$ cat src/rtl/gcd_arbiter_pkg.sv
// Shared constants and FSM state type for the GCD engine arbiter.
// The optional watchdog is enabled by defining GCD_ARB_TIMEOUT_EN.
package gcd_arb_pkg;

  localparam int N_REQ_DEF          = 4;
  localparam int DATA_W_DEF         = 8;
  localparam int TIMEOUT_CYCLES_DEF = 1023;

  localparam int IDLE_BIT = 0;
  localparam int LOAD_BIT = 1;
  localparam int WAIT_BIT = 2;
  localparam int RESP_BIT = 3;

  typedef enum logic [3:0] {
    ST_IDLE = 4'b0001 << IDLE_BIT,
    ST_LOAD = 4'b0001 << LOAD_BIT,
    ST_WAIT = 4'b0001 << WAIT_BIT,
    ST_RESP = 4'b0001 << RESP_BIT
  } state_t;

endpackage

$ cat src/rtl/gcd_arbiter_if.sv
// Requester-side bundle of the GCD arbiter: request and response handshakes.
// rsp_err exists only when GCD_ARB_TIMEOUT_EN is defined.
interface gcd_arbiter_if
  import gcd_arb_pkg::*;
#(
  parameter int N_REQ  = N_REQ_DEF,
  parameter int DATA_W = DATA_W_DEF
);

  logic [N_REQ-1:0]        req_valid;
  logic [N_REQ-1:0]        req_ready;
  logic [N_REQ*DATA_W-1:0] req_a;
  logic [N_REQ*DATA_W-1:0] req_b;
  logic [N_REQ-1:0]        rsp_valid;
  logic [N_REQ-1:0]        rsp_ready;
  logic [DATA_W-1:0]       rsp_data;
`ifdef GCD_ARB_TIMEOUT_EN
  logic                    rsp_err;

  modport master (
    output req_valid, req_a, req_b, rsp_ready,
    input  req_ready, rsp_valid, rsp_data, rsp_err
  );

  modport slave (
    input  req_valid, req_a, req_b, rsp_ready,
    output req_ready, rsp_valid, rsp_data, rsp_err
  );
`else
  modport master (
    output req_valid, req_a, req_b, rsp_ready,
    input  req_ready, rsp_valid, rsp_data
  );

  modport slave (
    input  req_valid, req_a, req_b, rsp_ready,
    output req_ready, rsp_valid, rsp_data
  );
`endif

endinterface

$ cat src/rtl/gcd_arbiter_rr_pick.sv
// Combinational round-robin picker: first set request strictly after ptr, with wrap.
// Reusable by any arbiter sharing one datapath among N requesters.
module rr_pick #(
  parameter int N    = 4,
  parameter int ID_W = (N > 1) ? $clog2(N) : 1
) (
  input  logic [N-1:0]    req,
  input  logic [ID_W-1:0] ptr,
  output logic [N-1:0]    grant,
  output logic [ID_W-1:0] id
);

  logic [ID_W-1:0] idx;
  logic            found;

  // NOTE: every output gets a default before the loop so this block never infers a latch.
  always_comb begin
    grant = '0;
    id    = '0;
    found = 1'b0;
    idx   = '0;
    for (int k = 1; k <= N; k++) begin
      idx = ID_W'((32'(ptr) + 32'(k)) % 32'(N));
      if (!found && req[idx]) begin
        found      = 1'b1;
        grant[idx] = 1'b1;
        id         = idx;
      end
    end
  end

endmodule

$ cat src/rtl/gcd_arbiter.sv
// Round-robin arbiter sharing one external GCD engine among N_REQ requesters.
// Define GCD_ARB_TIMEOUT_EN to add the WAIT watchdog and the rsp_err flag.
module gcd_arbiter
  import gcd_arb_pkg::*;
#(
  parameter int N_REQ  = N_REQ_DEF,
  parameter int DATA_W = DATA_W_DEF
`ifdef GCD_ARB_TIMEOUT_EN
  ,
  parameter int TIMEOUT_CYCLES = TIMEOUT_CYCLES_DEF
`endif
) (
  input  logic              clk,
  input  logic              rst,
  gcd_arbiter_if.slave      bus,
  output logic              eng_rst,
  output logic [DATA_W-1:0] eng_a,
  output logic [DATA_W-1:0] eng_b,
  input  logic [DATA_W-1:0] eng_ret,
  input  logic              eng_done
);

  localparam int ID_W = (N_REQ > 1) ? $clog2(N_REQ) : 1;

  state_t            state;
  logic [ID_W-1:0]   gnt_id;
  logic [ID_W-1:0]   rr_ptr;
  logic [N_REQ-1:0]  pick_oh;
  logic [ID_W-1:0]   pick_id;
  logic [N_REQ-1:0]  rsp_valid_q;
  logic [DATA_W-1:0] rsp_data_q;

`ifdef GCD_ARB_TIMEOUT_EN
  localparam int CNT_W = $clog2(TIMEOUT_CYCLES + 1);
  logic [CNT_W-1:0] wait_cnt;
  logic             rsp_err_q;

  assign bus.rsp_err = rsp_err_q;
`endif

  rr_pick #(
    .N    (N_REQ),
    .ID_W (ID_W)
  ) u_rr_pick (
    .req   (bus.req_valid),
    .ptr   (rr_ptr),
    .grant (pick_oh),
    .id    (pick_id)
  );

  // Gated by rst so a request seen while in reset is never acknowledged.
  assign bus.req_ready = (state[IDLE_BIT] && !rst) ? pick_oh : '0;
  assign eng_rst       = rst | state[LOAD_BIT];
  assign bus.rsp_valid = rsp_valid_q;
  assign bus.rsp_data  = rsp_data_q;

  // NOTE: clocked state uses non-blocking assignments only, so every register sees pre-edge values.
  always_ff @(posedge clk) begin
    if (rst) begin
      state       <= ST_IDLE;
      gnt_id      <= '0;
      rr_ptr      <= ID_W'(N_REQ - 1);
      rsp_valid_q <= '0;
      rsp_data_q  <= '0;
      eng_a       <= '0;
      eng_b       <= '0;
`ifdef GCD_ARB_TIMEOUT_EN
      wait_cnt    <= '0;
      rsp_err_q   <= 1'b0;
`endif
    end else begin
      case (state)
        ST_IDLE: begin
          if (|pick_oh) begin
            eng_a  <= bus.req_a[pick_id*DATA_W +: DATA_W];
            eng_b  <= bus.req_b[pick_id*DATA_W +: DATA_W];
            gnt_id <= pick_id;
            state  <= ST_LOAD;
          end
        end
        ST_LOAD: begin
`ifdef GCD_ARB_TIMEOUT_EN
          wait_cnt <= '0;
`endif
          state <= ST_WAIT;
        end
        ST_WAIT: begin
          if (eng_done) begin
            rsp_data_q  <= eng_ret;
            rsp_valid_q <= N_REQ'(1) << gnt_id;
            state       <= ST_RESP;
          end
`ifdef GCD_ARB_TIMEOUT_EN
          else if (wait_cnt == CNT_W'(TIMEOUT_CYCLES - 1)) begin
            rsp_data_q  <= '0;
            rsp_err_q   <= 1'b1;
            rsp_valid_q <= N_REQ'(1) << gnt_id;
            state       <= ST_RESP;
          end else begin
            wait_cnt <= wait_cnt + 1'b1;
          end
`endif
        end
        ST_RESP: begin
          // Only the granted requester's rsp_ready completes the handshake.
          if (bus.rsp_ready[gnt_id]) begin
            rsp_valid_q <= '0;
            rr_ptr      <= gnt_id;
`ifdef GCD_ARB_TIMEOUT_EN
            rsp_err_q   <= 1'b0;
`endif
            state       <= ST_IDLE;
          end
        end
        default: state <= ST_IDLE;
      endcase
    end
  end

endmodule

$ cat src/flat_wrapper.sv
// flat-port wrapper written by rule: the top's interface ports become plain ports
module gcd_arbiter_flat import gcd_arb_pkg::*;
#(
  parameter int N_REQ  = N_REQ_DEF,
  parameter int DATA_W = DATA_W_DEF

)
  (clk, rst, eng_rst, eng_a, eng_b, eng_ret, eng_done, bus_req_valid, bus_req_a, bus_req_b, bus_rsp_ready, bus_req_ready, bus_rsp_valid, bus_rsp_data);
  gcd_arbiter_if #(.N_REQ(N_REQ), .DATA_W(DATA_W)) bus_i ();
  input  logic clk;
  input  logic rst;
  output logic eng_rst;
  output logic [DATA_W-1:0] eng_a;
  output logic [DATA_W-1:0] eng_b;
  input  logic [DATA_W-1:0] eng_ret;
  input  logic eng_done;
  input wire logic [$bits(bus_i.req_valid)-1:0] bus_req_valid;
  input wire logic [$bits(bus_i.req_a)-1:0] bus_req_a;
  input wire logic [$bits(bus_i.req_b)-1:0] bus_req_b;
  input wire logic [$bits(bus_i.rsp_ready)-1:0] bus_rsp_ready;
  output wire logic [$bits(bus_i.req_ready)-1:0] bus_req_ready;
  output wire logic [$bits(bus_i.rsp_valid)-1:0] bus_rsp_valid;
  output wire logic [$bits(bus_i.rsp_data)-1:0] bus_rsp_data;
  assign bus_i.req_valid = bus_req_valid;
  assign bus_i.req_a = bus_req_a;
  assign bus_i.req_b = bus_req_b;
  assign bus_i.rsp_ready = bus_rsp_ready;
  assign bus_req_ready = bus_i.req_ready;
  assign bus_rsp_valid = bus_i.rsp_valid;
  assign bus_rsp_data = bus_i.rsp_data;
  gcd_arbiter #(.N_REQ(N_REQ), .DATA_W(DATA_W)) u_core (.clk(clk), .rst(rst), .bus(bus_i), .eng_rst(eng_rst), .eng_a(eng_a), .eng_b(eng_b), .eng_ret(eng_ret), .eng_done(eng_done));
endmodule
$ cat config.mk
export PLATFORM = sky130hd
export DESIGN_NAME = gcd_arbiter_flat
export DESIGN_NICKNAME = d
export VERILOG_FILES = /design/src/rtl/gcd_arbiter_pkg.sv /design/src/rtl/gcd_arbiter_if.sv /design/src/rtl/gcd_arbiter_rr_pick.sv /design/src/rtl/gcd_arbiter.sv /design/src/flat_wrapper.sv
export SDC_FILE = /design/constraint.sdc
export NUM_CORES = 1
export LEC_CHECK = 0
export ABC_AREA = 1
export BUFFER_PORTS_ARGS = -buffer_cell sky130_fd_sc_hd__buf_2
export CORE_ASPECT_RATIO = 1.25
export CORE_MARGIN = 5
export CORE_UTILIZATION = 30
export CTS_BUF_LIST = sky130_fd_sc_hd__clkbuf_16
export CTS_CLUSTER_SIZE = 28
export DETAILED_ROUTE_END_ITERATION = 6
export SETUP_SLACK_MARGIN = 0.5
export SYNTH_ARGS = -nofsm -noshare
export SYNTH_HDL_FRONTEND = slang
export SYNTH_SLANG_ARGS = --single-unit
$ cat constraint.sdc
create_clock -name clk -period 3.27 [get_ports clk]
set_clock_uncertainty 0.1 [all_clocks]
set_input_delay 0.1635 -clock clk [delete_from_list [all_inputs] [get_ports clk]]
set_output_delay 0.1635 -clock clk [all_outputs]
set_load 0.01 [all_outputs]
* After elaboration in Yosys (flattened, before gate mapping) *
Index checks and enable logic that the tools add are counted.
W data, S select, Z words.

word-level totals
  bits in registers = 36
  input port bits = 83
  output and inout port bits = 33
  logic and storage cells = 90

operators by class
  $add $sub $neg = 4
  magnitude comparators = 9
  equality and inequality tests = 7
  shift-type cells = 3
  mux-type cells = 37
  bitwise operators = 4
  reduce and logical (&&, ||, !) cells = 19

operator list
  cell                   count
  $shiftx A32 B6 Y8      2
  $mux W4                10
  $pmux W4 S4            1
  $lt A2 B3 Y1 const B   5
  $mux W1                12
  $or A4 B4 Y4           3
  $bmux W1 S2            5
  $demux W1 S2           4
  $ge A2 B1 Y1 const B   4
  $logic_and A1 B1 Y1    8
  $mux W2                4
  $pmux W4 S2            1
  $reduce_and A2 Y1      3
  $reduce_and A3 Y1      2
  $add A2 B1 Y2 const B  2
  $add A2 B2 Y2 const B  2
  $eq A4 B1 Y1 const B   1
  $eq A4 B2 Y1 const B   1
  $eq A4 B3 Y1 const B   1
  $eq A4 B4 Y1 const B   1
  $logic_not A1 Y1       4
  $ne A2 B1 Y1 const B   2
  $reduce_or A4 Y1       1
  $shl A1 B2 Y4 const A  1
  other kinds (3)        3

* Logic depth before layout (Yosys ltp) *
  depth after elaboration = 16
  depth in mapped cells = 17
  depth with buffers taken out = 15

* Cells and area by module *
Synthesis repeated with hierarchy kept, for this count alone.

second synthesis, totals
  cell total of the unflattened synthesis = 369
  area total of the unflattened synthesis = 2482.4 sq um

by module, submodules not included
  module       times used  cells each  area each (sq um)  sequential area each (sq um)
  gcd_arbiter  1           284         1946.9             720.7
  rr_pick      1           85          535.5              0.0

* Worst setup path before layout *
No wires, ideal clock.

  path kind = reg-to-reg
  start point = reg u_core.rr_ptr[1]
  end point = reg u_core.eng_b[0]
  setup time = 113 ps
  arrival time = 2060 ps
  required time = 3057 ps
  setup slack = 997 ps
  stages on the path, launching flop included = 16
  path buffers = 1
  clock period less this slack = 2273 ps
  cells stage by stage = dfxtp_1 -> inv_1 -> ha_1 -> inv_1 -> nand2_4 -> nand2_4 -> nor2_4 -> a21oi_1 -> nand3_1 -> nor2_1 -> nand2_2 -> nand2_4 -> buf_6 -> nand2_1 -> nand2_1 -> nor2_1

on the way
  cells in the longest elaborated chain, start to end = 15
  elaborated cells on any way between the ends = 55
  classes of those cells = add/sub: 4; order compare: 8; shift: 1; mux: 27; bitwise: 3; reduce/logical: 12

RTL lines
  element                                                                 RTL line            source
  start, declared                                                         gcd_arbiter.sv:27   logic [ID_W-1:0] rr_ptr;
  start signal, assigned                                                  gcd_arbiter.sv:62   rr_ptr <= ID_W'(N_REQ - 1);
  start signal, assigned                                                  gcd_arbiter.sv:108  rr_ptr <= gnt_id;
  parallel branches: the longest is 15 deep, another holds $add A2 B1 Y2  --
  end signal, assigned                                                    gcd_arbiter.sv:76   eng_b <= bus.req_b[pick_id*DATA_W +: DATA_W];
  end, declared                                                           gcd_arbiter.sv:18   output logic [DATA_W-1:0] eng_b,

Parallel ways; which one is timed is not known. The select of a mux whose other input is x is not followed.
A chain may end at the register's enable or synchronous reset.

* Worst setup path in the final report *
  start point = reg u_core.rr_ptr[1]
  end point = reg u_core.eng_a[3]

on the way
  cells in the longest elaborated chain, start to end = 15
  elaborated cells on any way between the ends = 55
  classes of those cells = add/sub: 4; order compare: 8; shift: 1; mux: 27; bitwise: 3; reduce/logical: 12

RTL lines
  element                                                                 RTL line           source
  parallel branches: the longest is 15 deep, another holds $add A2 B1 Y2  --
  end signal, assigned                                                    gcd_arbiter.sv:75  eng_a <= bus.req_a[pick_id*DATA_W +: DATA_W];
  end, declared                                                           gcd_arbiter.sv:17  output logic [DATA_W-1:0] eng_a,

Parallel ways; which one is timed is not known. The select of a mux whose other input is x is not followed.

==> summary.md <==
| Metric | Value |
|---|---|
| Status | `finished clean` |
| Synth Register Bits | `36` |
| Yosys cell types | `32` |
| Setup Buffers After CTS | `0` |
| TritonCTS clock tree | `yes` |
| Final core area utilization | `between 30% and 40%` |
| Sink Count | `36` |
| Nets@finish | `667` |
| Crit Path Category | `flip-flop to flip-flop` |
| Met3 Usage GRT | `2.30%` |
| CP Capture Type | `flip-flop` |
| Total Power | `about 0.0015 W` |
| Mapped Area | `2770 sq um` |
| Row count | `39` |
| Filler Cell Count | `1026` |
| Routability cong. | `0.863` |
| Gr usage total | `13.9%` |
| Area share of the largest cell type after synthesis | `26.1%` |
| Ranking of synthesized cells by area | `dfxtp_1 26%, nand2_1 18%, inv_1 11%` |
| Gr busiest metal | `met2` |
| Initial Util | `30.5%` |
| Post-synthesis sequential area ratio | `approximately a quarter` |
| Max incr delay on CP | `0.42 ns` |
| Critical path fanouts, max | `39` |
| Footprint of the multi-input gates | `1610 sq um` |
| Total CTS buffers | `5` |
| Met2 usage | `between 20 and 30%` |
| Syn Nets | `about 560` |
| Vias in the first global route | `2901` |
| Final wirelength | `7650 um` |
| Critical path's most frequent cell | `nor2_1` |
| Commonest non-fill, non-tap cell in the layout | `nand2_1` |
| Grt total ovfl | `0` |
| H-tree depth | `2` |
| Pleak | `between 2 and 2.5 nW` |
| Setup crit start kind | `flip-flop` |
| Fin. max-slew vios | `0` |
| Worst min path class | `input pin to flip-flop` |
| Pre-antenna DRT Iters | `4` |
| Pwr dens | `411 nW/um^2` |
| Peak supply drop | `0.000185 V` |
| Largest net degree at the start of global routing | `40` |
| Post-DP HPWL | `6050 um` |
| DRT antenna net count | `0` |
| Share of cells above drive strength 1 | `26.7%` |
| Cell class contributing the biggest share of worst-path delay | `simple AND/OR/NAND/NOR gates` |
| Critical Path RT | `3.34 ns` |
| RSZ-0062 raised after global routing | `false` |
| Die Ht | `117 um` |
| Sequential cell area | `roughly 730 sq um` |
| FF-to-FF Start | `u_core.rr_ptr[1]` |
| Mean Syn Cell Area | `5.91 sq um` |
| CP startpoint | `u_core.rr_ptr[1]` |
| Cells after Synth | `468` |
| Ant diodes | `0` |
| Wire length per cell after detailed routing | `10.9 um` |
| CP arrival | `2.57 ns` |
| Hold_sp | `eng_ret[5]` |
| Worst slew pin tran | `0.565 ns` |
| Fin crit period | `2.50 ns` |
| Layout area overhead | `30.4%` |
| Fmax | `400 MHz` |
| Iter 0 DRT Violations | `roughly 130` |
| First-pass GRT wire length | `about 13000 um` |
| Initial antenna violation count | `0` |
| Via/cell ratio | `between 4 and 5` |
| Syn. warnings | `0` |
| Port bufs | `115` |
| DRC violations left | `0` |
| Max cap viols | `0` |
| Most frequent cells in the layout | `133 x nand2_1, 115 x buf_2, 79 x inv_1` |
| WP buf/inv | `3` |
| Die width | `95.9 um` |
| Vias after detailed routing | `3034` |
| Clock Latency Late Sink | `0.28 ns` |
| Critical path's slowest cell | `dfxtp_2` |
| Final-report setup violation count | `0` |
| Core area | `between 9000 and 10000 sq um` |
| Slew HR | `between 60% and 70%` |
| Worst path cell trace | `inv_2 > ha_1 > inv_1 > nand2_4 > nand2_4 > nor2_4 > nor2_1 > nand2_1 > nand2_2 > buf_12 > or2_1 > nand3_1 > nand2_1 > nor2_1 > nor2_1` |
| Root Driver | `clkbuf_16` |
| Global Route met1 Usage | `16.1%` |
| IO Pins | `116` |
| CTS max path bufs | `2` |
| Total die area | `11300 sq um` |
| Fin crit share | `roughly three quarters` |
| Biggest area consumer among synthesized cells | `dfxtp_1` |
| Setup TNS Final | `0 ns` |
| Clock-pin slew on the worst setup and hold paths | `0.06 ns` |
| Final Hold Fails | `0` |
## stage by stage
step / std cells / instance area [sq um] / setup WS [ns] / hold WS (ns)
floorplan: 468 / 2770 / 0.997 / 0.198
global placement: 691 / 3400 / 0.384 / 0.286
detailed placement: 691 / 3400 / 0.317 / 0.294
CTS: 700 / 3590 / 0.594 / 0.00266
global route: 700 / 3610 / 0.529 / 0.0228
finish: 700 / 3610 / 0.770 / 0.00617
## kinds of logic after synthesis
family	after synthesis	share of synthesized area [%]
buffers and inverters	103	16.3
DFF	36	26.1
adders and majority gates	8	3.62
and+or+nand+nor	290	47.3
AOI/OAI and AO/OA	31	6.69
## final timing paths
check | end | slack [ns] | cells past startpoint
worst min-delay path | u_core.bus.rsp_data[5] | 0.006 | 3
worst max register to register | u_core.eng_a[3] | 0.77 | 15
worst min register to register | u_core.bus.rsp_valid[1] | 0.36 | 2
worst max-delay path | u_core.eng_a[3] | 0.77 | 15
## where the power goes
part           leakage, nW  total (W)  switching, W  internal, W
sequential           0.294   0.000518     0.0000321     0.000486
combinational         1.70   0.000421      0.000252     0.000168
clock               0.0798   0.000544      0.000186     0.000358
total                 2.08    0.00148      0.000471      0.00101
## worst min-delay path, stage by stage
cell and delay, ns:
buf_2 0.07, nor2_1 0.03, nor2_1 0.08
## final cells by class
type	count	area share (%)
tap	123	4.27
clock inverter	3	1.18
timing repair buffer	119	17.2
clock buffer	5	3.47
sequential	36	20.1
inverter	85	9.05
multi-input combinational	329	44.7
## state kept, by name, indices dropped and copies added (netlist names)
signal and flops:
u_core.eng_b 8, u_core.state 4, u_core.bus.rsp_data 8, u_core.rr_ptr 2
u_core.eng_a 8, u_core.gnt_id 2, u_core.bus.rsp_valid 4
## Yosys cell counts
master	n
buf_4	1
or2_2	1
a31oi_1	4
nor2_1	63
nand2_4	5
nor3_1	1
inv_2	3
buf_2	3
nor2_2	2
a21oi_1	9
nand2_2	4
nand3_2	4
a21boi_0	3
o211ai_1	3
or2_1	5
buf_6	7
or2_0	11
a21boi_1	1
nand2_1	134
ha_1	8
clkbuf_1	6
nand3_1	49
dfxtp_1	36
a21oi_2	1
clkinv_1	1
nor2_4	2
nand4_1	9
o21ai_0	9
inv_1	80
inv_6	1
o21ai_2	1
buf_1	1
## what timing repair did
action | 4_1_cts | 5_1_grt
endpoints found under the hold margin | 1 | 0
resized for setup | 3 | 6
hold buffers | 1 | 0
endpoints found under the setup margin | 17 | 17
## layer usage
layer  up-vias  share of wire, %  routed length (um)
li1       1635                 -                   -
met1      1299                41                3130
met2        89                52                3980
met3        11               5.4                 410
met4         0               1.7                 131
met5         -                 0                   0
Power figures use the tool's default switching activity.
